[config.mk]
export PLATFORM = sky130hd
export DESIGN_NAME = instruction_mem_arbiter
export DESIGN_NICKNAME = d
export VERILOG_FILES = /design/src/rtl/instruction_mem_arbiter.sv
export SDC_FILE = /design/constraint.sdc
export NUM_CORES = 1
export LEC_CHECK = 0
export ABC_AREA = 1
export ABC_CLOCK_PERIOD_IN_PS = 2800
export CELL_PAD_IN_SITES_DETAIL_PLACEMENT = 0
export CELL_PAD_IN_SITES_GLOBAL_PLACEMENT = 1
export CORE_UTILIZATION = 43
export CTS_CLUSTER_DIAMETER = 150
export DETAILED_ROUTE_END_ITERATION = 12
export DONT_BUFFER_PORTS = 1
export PLACE_DENSITY_LB_ADDON = 0.1
export RECOVER_POWER = 50
export SYNTH_ARGS = -nofsm -noshare
export SYNTH_HDL_FRONTEND = slang
export SYNTH_SLANG_ARGS = --single-unit
[constraint.sdc]
create_clock -name clk -period 2.8 [get_ports clk]
set_clock_uncertainty 0.15 [all_clocks]
set_input_delay 0.56 -clock clk [delete_from_list [all_inputs] [get_ports clk]]
set_output_delay 0.56 -clock clk [all_outputs]
set_load 0.02 [all_outputs]
[src/rtl/instruction_mem_arbiter.sv]
// Round-robin arbiter that multiplexes per-warp instruction fetch requests onto a
// smaller set of instruction-memory channels, each channel running its own request FSM.
module instruction_mem_arbiter #(
    parameter int NUM_CONSUMERS = 4,
    parameter int NUM_CHANNELS  = 1,
    parameter int ADDR_WIDTH    = 32,
    parameter int DATA_WIDTH    = 32
) (
    input  logic                                      clk,
    input  logic                                      reset,
    input  logic [NUM_CONSUMERS-1:0]                  consumer_read_valid,
    input  logic [NUM_CONSUMERS-1:0][ADDR_WIDTH-1:0]  consumer_read_address,
    output logic [NUM_CONSUMERS-1:0]                  consumer_read_ready,
    output logic [NUM_CONSUMERS-1:0][DATA_WIDTH-1:0]  consumer_read_data,
    output logic [NUM_CHANNELS-1:0]                   mem_read_valid,
    output logic [NUM_CHANNELS-1:0][ADDR_WIDTH-1:0]   mem_read_address,
    input  logic [NUM_CHANNELS-1:0]                   mem_read_ready,
    input  logic [NUM_CHANNELS-1:0][DATA_WIDTH-1:0]   mem_read_data
);

    localparam int CW = (NUM_CONSUMERS > 1) ? $clog2(NUM_CONSUMERS) : 1;

    typedef enum logic [1:0] {
        ST_IDLE,
        ST_READ_WAITING,
        ST_READ_RELAYING
    } state_t;

    state_t                   r_state [NUM_CHANNELS];
    logic [CW-1:0]            r_cons  [NUM_CHANNELS];
    logic [NUM_CONSUMERS-1:0] r_claim;
    logic [CW-1:0]            r_rr_ptr;

    logic [NUM_CONSUMERS-1:0] w_eligible;
    logic [NUM_CONSUMERS-1:0] w_taken;
    logic [NUM_CHANNELS-1:0]  w_grant_vld;
    logic [CW-1:0]            w_grant_idx [NUM_CHANNELS];
    logic [CW-1:0]            w_rr_next;
    logic [CW-1:0]            w_cand;

    // Consumer index reached by stepping 'offset' places past 'base', modulo NUM_CONSUMERS.
    function automatic logic [CW-1:0] wrap_idx(input logic [CW-1:0] base, input int offset);
        int sum;
        sum = int'(base) + offset;
        if (sum >= NUM_CONSUMERS)
            sum = sum - NUM_CONSUMERS;
        return CW'(sum);
    endfunction

    // A consumer still showing ready is finishing a relay and must not be re-granted yet.
    assign w_eligible = consumer_read_valid & ~r_claim & ~consumer_read_ready;

    // Channels are visited in index order; each takes the next eligible consumer in
    // round-robin order that an earlier channel has not already taken this cycle.
    always_comb begin
        w_taken     = '0;
        w_grant_vld = '0;
        w_rr_next   = r_rr_ptr;
        w_cand      = '0;
        for (int c = 0; c < NUM_CHANNELS; c++) begin
            w_grant_idx[c] = '0;
            if (r_state[c] == ST_IDLE) begin
                for (int o = 0; o < NUM_CONSUMERS; o++) begin
                    w_cand = wrap_idx(r_rr_ptr, o);
                    if (!w_grant_vld[c] && w_eligible[w_cand] && !w_taken[w_cand]) begin
                        w_grant_vld[c]  = 1'b1;
                        w_grant_idx[c]  = w_cand;
                        w_taken[w_cand] = 1'b1;
                        w_rr_next       = wrap_idx(r_rr_ptr, o + 1);
                    end
                end
            end
        end
    end

    always_ff @(posedge clk or negedge reset) begin
        if (!reset) begin
            r_claim             <= '0;
            r_rr_ptr            <= '0;
            consumer_read_ready <= '0;
            consumer_read_data  <= '0;
            mem_read_valid      <= '0;
            mem_read_address    <= '0;
            for (int c = 0; c < NUM_CHANNELS; c++) begin
                r_state[c] <= ST_IDLE;
                r_cons[c]  <= '0;
            end
        end else begin
            r_rr_ptr <= w_rr_next;
            for (int c = 0; c < NUM_CHANNELS; c++) begin
                case (r_state[c])
                    ST_IDLE: begin
                        if (w_grant_vld[c]) begin
                            r_cons[c]                 <= w_grant_idx[c];
                            r_claim[w_grant_idx[c]]   <= 1'b1;
                            mem_read_valid[c]         <= 1'b1;
                            mem_read_address[c]       <= consumer_read_address[w_grant_idx[c]];
                            r_state[c]                <= ST_READ_WAITING;
                        end
                    end
                    ST_READ_WAITING: begin
                        if (mem_read_ready[c]) begin
                            mem_read_valid[c]                <= 1'b0;
                            mem_read_address[c]              <= '0;
                            consumer_read_ready[r_cons[c]]   <= 1'b1;
                            consumer_read_data[r_cons[c]]    <= mem_read_data[c];
                            r_state[c]                       <= ST_READ_RELAYING;
                        end
                    end
                    ST_READ_RELAYING: begin
                        // The fetcher releases the channel by dropping its valid.
                        if (!consumer_read_valid[r_cons[c]]) begin
                            consumer_read_ready[r_cons[c]] <= 1'b0;
                            consumer_read_data[r_cons[c]]  <= '0;
                            r_claim[r_cons[c]]             <= 1'b0;
                            r_state[c]                     <= ST_IDLE;
                        end
                    end
                    default: begin
                        r_state[c] <= ST_IDLE;
                    end
                endcase
            end
        end
    end

endmodule

Word-level counts from Yosys, hierarchy flattened
Index checks and enable logic that the tools add are counted.
{ "totals": {"ff_bits": 175, "input_bits": 167} }
{ "classes": {"n_addsub": 9, "order_cmp": 16, "n_eq_ne": 5, "muxes": 84, "bitwise_logic": 13, "n_reduce_logical": 30} }
{ "ops": {"columns": ["cell", "n"], "rows": [
  ["2-to-1 mux 128 bit", 2],
  ["one-hot mux 128 bit (2 select lines)", 1],
  ["bitwise AND 128 bit", 1],
  ["bitwise mux 128 bit", 1],
  ["2-to-1 mux 32 bit", 4],
  ["inverter 128 bit", 1],
  ["binary-select mux 32 bit (select 2 bit)", 1],
  ["demux 32 bit (select 2 bit)", 1],
  ["one-hot mux 32 bit (2 select lines)", 1],
  ["2-to-1 mux 2 bit", 21],
  ["2-to-1 mux 4 bit", 10],
  ["2-to-1 mux 1 bit", 24],
  ["binary-select mux 1 bit (select 2 bit)", 9],
  ["< comparator 2 x 3 -> 1 bit (second input constant)", 6],
  ["bitwise AND 4 bit", 4],
  ["OR 4 bit", 4],
  ["one-hot mux 4 bit (2 select lines)", 2],
  ["logical AND 1 bit", 12],
  ["inverter 4 bit", 3],
  ["AND reduction 3 bit", 4],
  ["demux 1 bit (select 2 bit)", 5],
  ["greater-or-equal comparator 2 x 1 -> 1 bit (second input constant)", 5],
  ["subtractor 2 x 1 -> 2 bit (second input constant)", 5],
  ["greater-or-equal comparator 3 bit (second input constant)", 3],
  ["15 further kinds", 27]
]} }

Longest topological paths before layout
{ "depth": {"depth_word": 34, "ltp_mapped": 18, "mapped_depth_nobuf": 15} }

Worst setup path before layout
OpenSTA, ideal clock, no wires.
{ "synth_path": {"path_type": "register to register", "from": "register r_rr_ptr[0]", "to": "register mem_read_address[15] in the netlist's numbering", "setup_time_ns": 0.117, "arrival_ns": 2.045, "required_ns": 2.533, "setup_slack_ns": 0.489, "stages_incl_launch_ff": 18, "path_buffers": 3, "period_less_slack_ns": 2.311, "path_cell_list": "dfrtp_1 buf_4 inv_4 ha_1 inv_1 nand3_1 nand2_2 nand4_2 nand2_2 nand3_2 buf_6 buf_6 nand2_1 nand2_1 nand2_1 nand2_1 nand2_1 nand2_1"} }
{ "synth_via": {"elab_chain_cells": 31} }
{ "synth_rtl": {"columns": ["element", "line_no", "rtl"], "rows": [
  ["start: declaration", "32", "logic [CW-1:0] r_rr_ptr;"],
  ["start signal: assignment", "89", "r_rr_ptr <= w_rr_next;"],
  ["greater-or-equal comparator 2 x 3 -> 1 bit / subtractor 2 x 1 -> 2 bit (equally long branches)", "45, 46", null],
  ["2-to-1 mux 2 bit", "45", "if (sum >= NUM_CONSUMERS)"],
  ["2-to-1 mux 2 bit", "62", "if (r_state[c] == ST_IDLE) begin"],
  ["< comparator 2 x 3 -> 1 bit (implied by the code) (tied with other cells)", "68", "w_taken[w_cand] = 1'b1;"],
  ["logical AND 1 bit (implied by the code) / 2-to-1 mux 1 bit (equally long branches)", "68, 65", null],
  ["2-to-1 mux 1 bit (implied by the code) / zero test 1 bit (equally long branches)", "68, 65", null],
  ["demux 1 bit (select 2 bit) / logical AND 1 bit (equally long branches)", "68, 65", null],
  ["2-to-1 mux 4 bit", "65", "if (!w_grant_vld[c] && w_eligible[w_cand] && !w_taken[w_cand]) begin"],
  ["[... 15 more ...]", null, null],
  ["zero test 1 bit", "65", null],
  ["logical AND 1 bit", "65", null],
  ["2-to-1 mux 2 bit", "65", null],
  ["2-to-1 mux 2 bit", "62", null],
  ["binary-select mux 32 bit (select 2 bit)", "97", "mem_read_address[c] <= consumer_read_address[w_grant_idx[c]];"],
  ["2-to-1 mux 32 bit (implied by the code)", "97", null],
  ["2-to-1 mux 32 bit", "93", "if (w_grant_vld[c]) begin"],
  ["one-hot mux 32 bit (2 select lines)", "91", "case (r_state[c])"],
  ["end signal: indexed assignment", "97", null],
  ["end: declaration", "16", "output logic [NUM_CHANNELS-1:0][ADDR_WIDTH-1:0] mem_read_address,"]
]} }
Parallel ways exist; a longest one is shown, timed or not. The select of a mux whose other input is x is not followed.
A chain may end at the register's enable or synchronous reset.

Worst setup path in the final report
{ "layout_path": {"from": "register r_rr_ptr[1]", "to": "register mem_read_address[8] in the netlist's numbering"} }
The elaborated chain is that of the path after synthesis.

==> flow_results.xml <==
<?xml version="1.0" encoding="UTF-8"?>
<metrics>
  <group name="hold_path">
    <metric name="holdCritPathClass" unit="">in2async</metric>
  </group>
  <group name="placed_design">
    <metric name="detailed_place_hpwl" unit="mm">16.4</metric>
    <metric name="post-place-ws" unit="ns">0.143</metric>
    <metric name="dp_cells" unit="">1290</metric>
    <metric name="placement.cell_area" unit="mm²">0.00899</metric>
    <metric name="gp_congestion" unit="">0.829</metric>
    <metric name="port_buffers" unit="">0</metric>
  </group>
  <group name="global_routing">
    <metric name="grt_max_degree" unit="">176</metric>
    <metric name="grt_total_ovfl" unit="">0</metric>
    <metric name="gr-usage-all-layers" unit="%">22.7</metric>
    <metric name="grt_pass1_vias" unit="">6457</metric>
    <metric name="global_route_wire_length_before_repair" unit="mm">36.0</metric>
    <metric name="grt_antenna_before_repair" unit="">0</metric>
  </group>
  <group name="final_layout">
    <metric name="synth_to_layout_area_growth" unit="%">9.52</metric>
    <metric name="antennaDiodeCount" unit="">0</metric>
    <metric name="final_cell_count_no_fill" unit="">1321</metric>
    <metric name="layout_commonest_cell" unit="">sky130_fd_sc_hd__nand2_1</metric>
    <metric name="final_cell_area" unit="mm²">0.00962</metric>
    <metric name="nNetsFinal" unit="">1212</metric>
    <metric name="layout-drive-gt1-share" unit="%">13.6</metric>
    <metric name="mostFrequentLayoutCells" unit="">411 x sky130_fd_sc_hd__nand2_1, 175 x sky130_fd_sc_hd__dfrtp_1, 116 x sky130_fd_sc_hd__inv_1, 72 x sky130_fd_sc_hd__nand4_1, 64 x sky130_fd_sc_hd__mux2_2</metric>
  </group>
  <group name="route">
    <metric name="via_count" unit="">6754</metric>
    <metric name="total_wire_length" unit="mm">24.0</metric>
    <metric name="tritonroute_pass_1_iters" unit="">5</metric>
    <metric name="via_per_inst" unit="">5.11</metric>
    <metric name="drt-wirelength-per-cell" unit="µm">18.1</metric>
    <metric name="final_antenna_net_count" unit="">0</metric>
    <metric name="first_iter_violations" unit="">359</metric>
    <metric name="route.detailed.drc" unit="">0</metric>
  </group>
  <group name="setup_path">
    <metric name="crit_type" unit="">reg2reg</metric>
    <metric name="critPathLaunch" unit="">r_rr_ptr[1]</metric>
    <metric name="worst_setup_path_start_kind" unit="">flop</metric>
    <metric name="required" unit="ns">2.95</metric>
    <metric name="cp-end-kind" unit="">flop</metric>
    <metric name="cp.arrival" unit="ns">2.75</metric>
    <metric name="max_fanout_on_critical_path" unit="">31</metric>
    <metric name="crit_reg_reg_startpoint" unit="">r_rr_ptr[1]</metric>
  </group>
  <group name="floorplanning">
    <metric name="die_y" unit="µm">145</metric>
    <metric name="ioPinCount" unit="">332</metric>
    <metric name="floorplan.initialDensity" unit="%">44.5</metric>
    <metric name="core" unit="mm²">0.0197</metric>
    <metric name="chipWidth" unit="µm">145</metric>
    <metric name="rows" unit="">51</metric>
    <metric name="die_area" unit="mm²">0.0210</metric>
  </group>
  <group name="yosys">
    <metric name="ys_async_rst_share" unit="%">100</metric>
    <metric name="ys_seq_area_share" unit="%">49.9</metric>
    <metric name="distinct_cell_type_count_of_the_synthesized_netlist" unit="">35</metric>
    <metric name="post_synthesis_cell_count" unit="">1066</metric>
    <metric name="synthesis.nets" unit="">1234</metric>
    <metric name="synth-warning-count" unit="">0</metric>
    <metric name="synth_edf_count" unit="">0</metric>
    <metric name="synth_seq_cells" unit="">175</metric>
    <metric name="leading_register_cell_type_out_of_synthesis" unit="">sky130_fd_sc_hd__dfrtp_1</metric>
    <metric name="syn_avg_cell_area" unit="µm²">8.24</metric>
    <metric name="synth.cell_area" unit="mm²">0.00878</metric>
  </group>
  <group name="timing">
    <metric name="max_clock_freq" unit="GHz">0.385</metric>
    <metric name="min_period" unit="ns">2.60</metric>
    <metric name="final_max_slew_viol_count" unit="">0</metric>
    <metric name="finalSetupViolCount" unit="">0</metric>
    <metric name="finalCritPeriodShare" unit="%">92.7</metric>
    <metric name="postLayoutSetupSlackWorst" unit="ns">0.205</metric>
    <metric name="grt_setup_unrepaired" unit="">yes</metric>
    <metric name="max_slew_margin" unit="%">59.1</metric>
    <metric name="timing.final.hold_violations" unit="">175</metric>
    <metric name="hold-worst-slack" unit="ns">-0.325</metric>
    <metric name="measured_slew_at_the_worst_slew_check_pin" unit="ns">0.614</metric>
  </group>
  <group name="clocking">
    <metric name="clockBufferDepth" unit="">2</metric>
    <metric name="tritoncts.num_buffers" unit="">17</metric>
    <metric name="cts_tree" unit="">built</metric>
    <metric name="post_cts_buffers" unit="">0</metric>
    <metric name="clkSlewWorstSetupHoldPaths" unit="ns">0.08</metric>
    <metric name="cts-htree-levels" unit="">4</metric>
    <metric name="cts_root_buffer" unit="">sky130_fd_sc_hd__clkbuf_16</metric>
    <metric name="source_to_sink_clock_delay_at_the_later_pin_of_the_worst_skew_pair" unit="ns">0.42</metric>
    <metric name="tritoncts_num_sinks" unit="">175</metric>
  </group>
  <group name="outcome">
    <metric name="violations" unit="">hold timing</metric>
    <metric name="result_of_the_run" unit="">complete, but fails checks</metric>
  </group>
  <group name="power">
    <metric name="p_leak" unit="nW">4.94</metric>
    <metric name="power.total" unit="mW">15.0</metric>
    <metric name="worst_ir_drop_vdd" unit="V">0.000595</metric>
    <metric name="power.density" unit="mW/mm²">1560</metric>
  </group>
  <group name="job">
    <metric name="maxCapViolations" unit="">0</metric>
  </group>
</metrics>
-- kinds of logic after synthesis --
logic type / synth area share, %
xor+xnor: 0.0998
mux: 8.21
buf+inv: 9.76
flops: 49.9
fa+ha+maj: 0.142
simple gates: 26.5
compound gates: 5.42
-- area by class of cell --
class / count / area, µm²
fill: 1948 / 10100
sequential: 175 / 4380
multi-input combinational: 706 / 3600
inverter: 120 / 453
clock buffer: 17 / 425
tap: 265 / 332
timing repair buffer: 24 / 258
clock inverter: 14 / 170
-- Yosys cell counts (2+ instances only) --
| master | instances | area (µm²) |
|---|---|---|
| sky130_fd_sc_hd__nand3_2 | 2 | 20.0 |
| sky130_fd_sc_hd__a211oi_1 | 2 | 15.0 |
| sky130_fd_sc_hd__buf_4 | 13 | 97.6 |
| sky130_fd_sc_hd__buf_1 | 4 | 15.0 |
| sky130_fd_sc_hd__clkbuf_1 | 11 | 41.3 |
| sky130_fd_sc_hd__nor2_2 | 4 | 25.0 |
| sky130_fd_sc_hd__o21ai_0 | 50 | 250 |
| sky130_fd_sc_hd__nand2_2 | 3 | 18.8 |
| sky130_fd_sc_hd__nand3_1 | 10 | 50.1 |
| sky130_fd_sc_hd__mux2_2 | 64 | 721 |
| sky130_fd_sc_hd__o31ai_1 | 2 | 15.0 |
| sky130_fd_sc_hd__inv_1 | 116 | 435 |
| sky130_fd_sc_hd__nand4_1 | 72 | 450 |
| sky130_fd_sc_hd__nand2_1 | 412 | 1550 |
| sky130_fd_sc_hd__dfrtp_1 | 175 | 4380 |
| sky130_fd_sc_hd__a21oi_2 | 2 | 17.5 |
| sky130_fd_sc_hd__o21ai_1 | 23 | 115 |
| sky130_fd_sc_hd__buf_6 | 10 | 113 |
| sky130_fd_sc_hd__buf_2 | 26 | 130 |
| sky130_fd_sc_hd__inv_2 | 3 | 11.3 |
| sky130_fd_sc_hd__a21oi_1 | 5 | 25.0 |
| sky130_fd_sc_hd__nor2_1 | 44 | 165 |
-- sequential cells by signal (all words and copies together), names as in the netlist, named ones only --
signal / flops
consumer_read_data: 128
mem_read_address: 32
mem_read_valid: 1
r_claim: 4
r_cons: 2
r_rr_ptr: 2
r_state: 2
-- metal layers --
metal	up-vias	part of all wire [%]	wire, µm	global-route usage (%)
met5	-	0	0	0
met4	0	1.2	278	7.09
met3	16	8.9	2140	7.04
met2	231	49	11800	38.1
met1	3164	40	9690	27.7
li1	3343	-	-	-
-- path summary, 6_finish.rpt --
check,to,cells after the start,slack (ns)
max,mem_read_address[8],15,0.20
min,mem_read_address[30],0,-0.33
max reg2reg,mem_read_address[8],15,0.20
min reg2reg,r_claim[3],2,0.40
max in group asynchronous,consumer_read_data[68],0,2.56
min in group clk,r_state[0],1,0.08
-- metrics by stage --
step	util (%)	setup TNS, ns
2_1_floorplan	-	0
3_3_place_gp	45.6	0
3_5_place_dp	45.6	0
4_1_cts	48.6	0
5_1_grt	48.8	-0.177
6_report	48.8	0
-- worst max-delay path: stages, from the launching register on --
cell,delay (ns)
sky130_fd_sc_hd__dfrtp_1,0.41
sky130_fd_sc_hd__inv_1,0.16
sky130_fd_sc_hd__ha_1,0.29
sky130_fd_sc_hd__inv_1,0.15
sky130_fd_sc_hd__nand3_1,0.11
sky130_fd_sc_hd__nand2_2,0.14
sky130_fd_sc_hd__nand4_2,0.18
sky130_fd_sc_hd__nand2_2,0.17
sky130_fd_sc_hd__nand3_4,0.14
sky130_fd_sc_hd__buf_12,0.22
sky130_fd_sc_hd__nand2_1,0.07
sky130_fd_sc_hd__nand2_1,0.05
sky130_fd_sc_hd__nand2_1,0.06
sky130_fd_sc_hd__nand2_1,0.07
sky130_fd_sc_hd__nand2_1,0.05
sky130_fd_sc_hd__nand2_1,0.06
-- power breakdown --
| part | total [mW] | switching [mW] | internal, mW |
|---|---|---|---|
| Sequential | 6.07 | 2.32 | 3.75 |
| Clock | 2.36 | 1.16 | 1.21 |
| Combinational | 6.53 | 4.26 | 2.27 |
-- repair_timing --
| item | in CTS | in global routing |
|---|---|---|
| endpoints found under the hold margin | 175 | 175 |
| setup endpoints to repair | 0 | 34 |
| gates resized for setup | 0 | 6 |
Power figures use the tool's default switching activity.
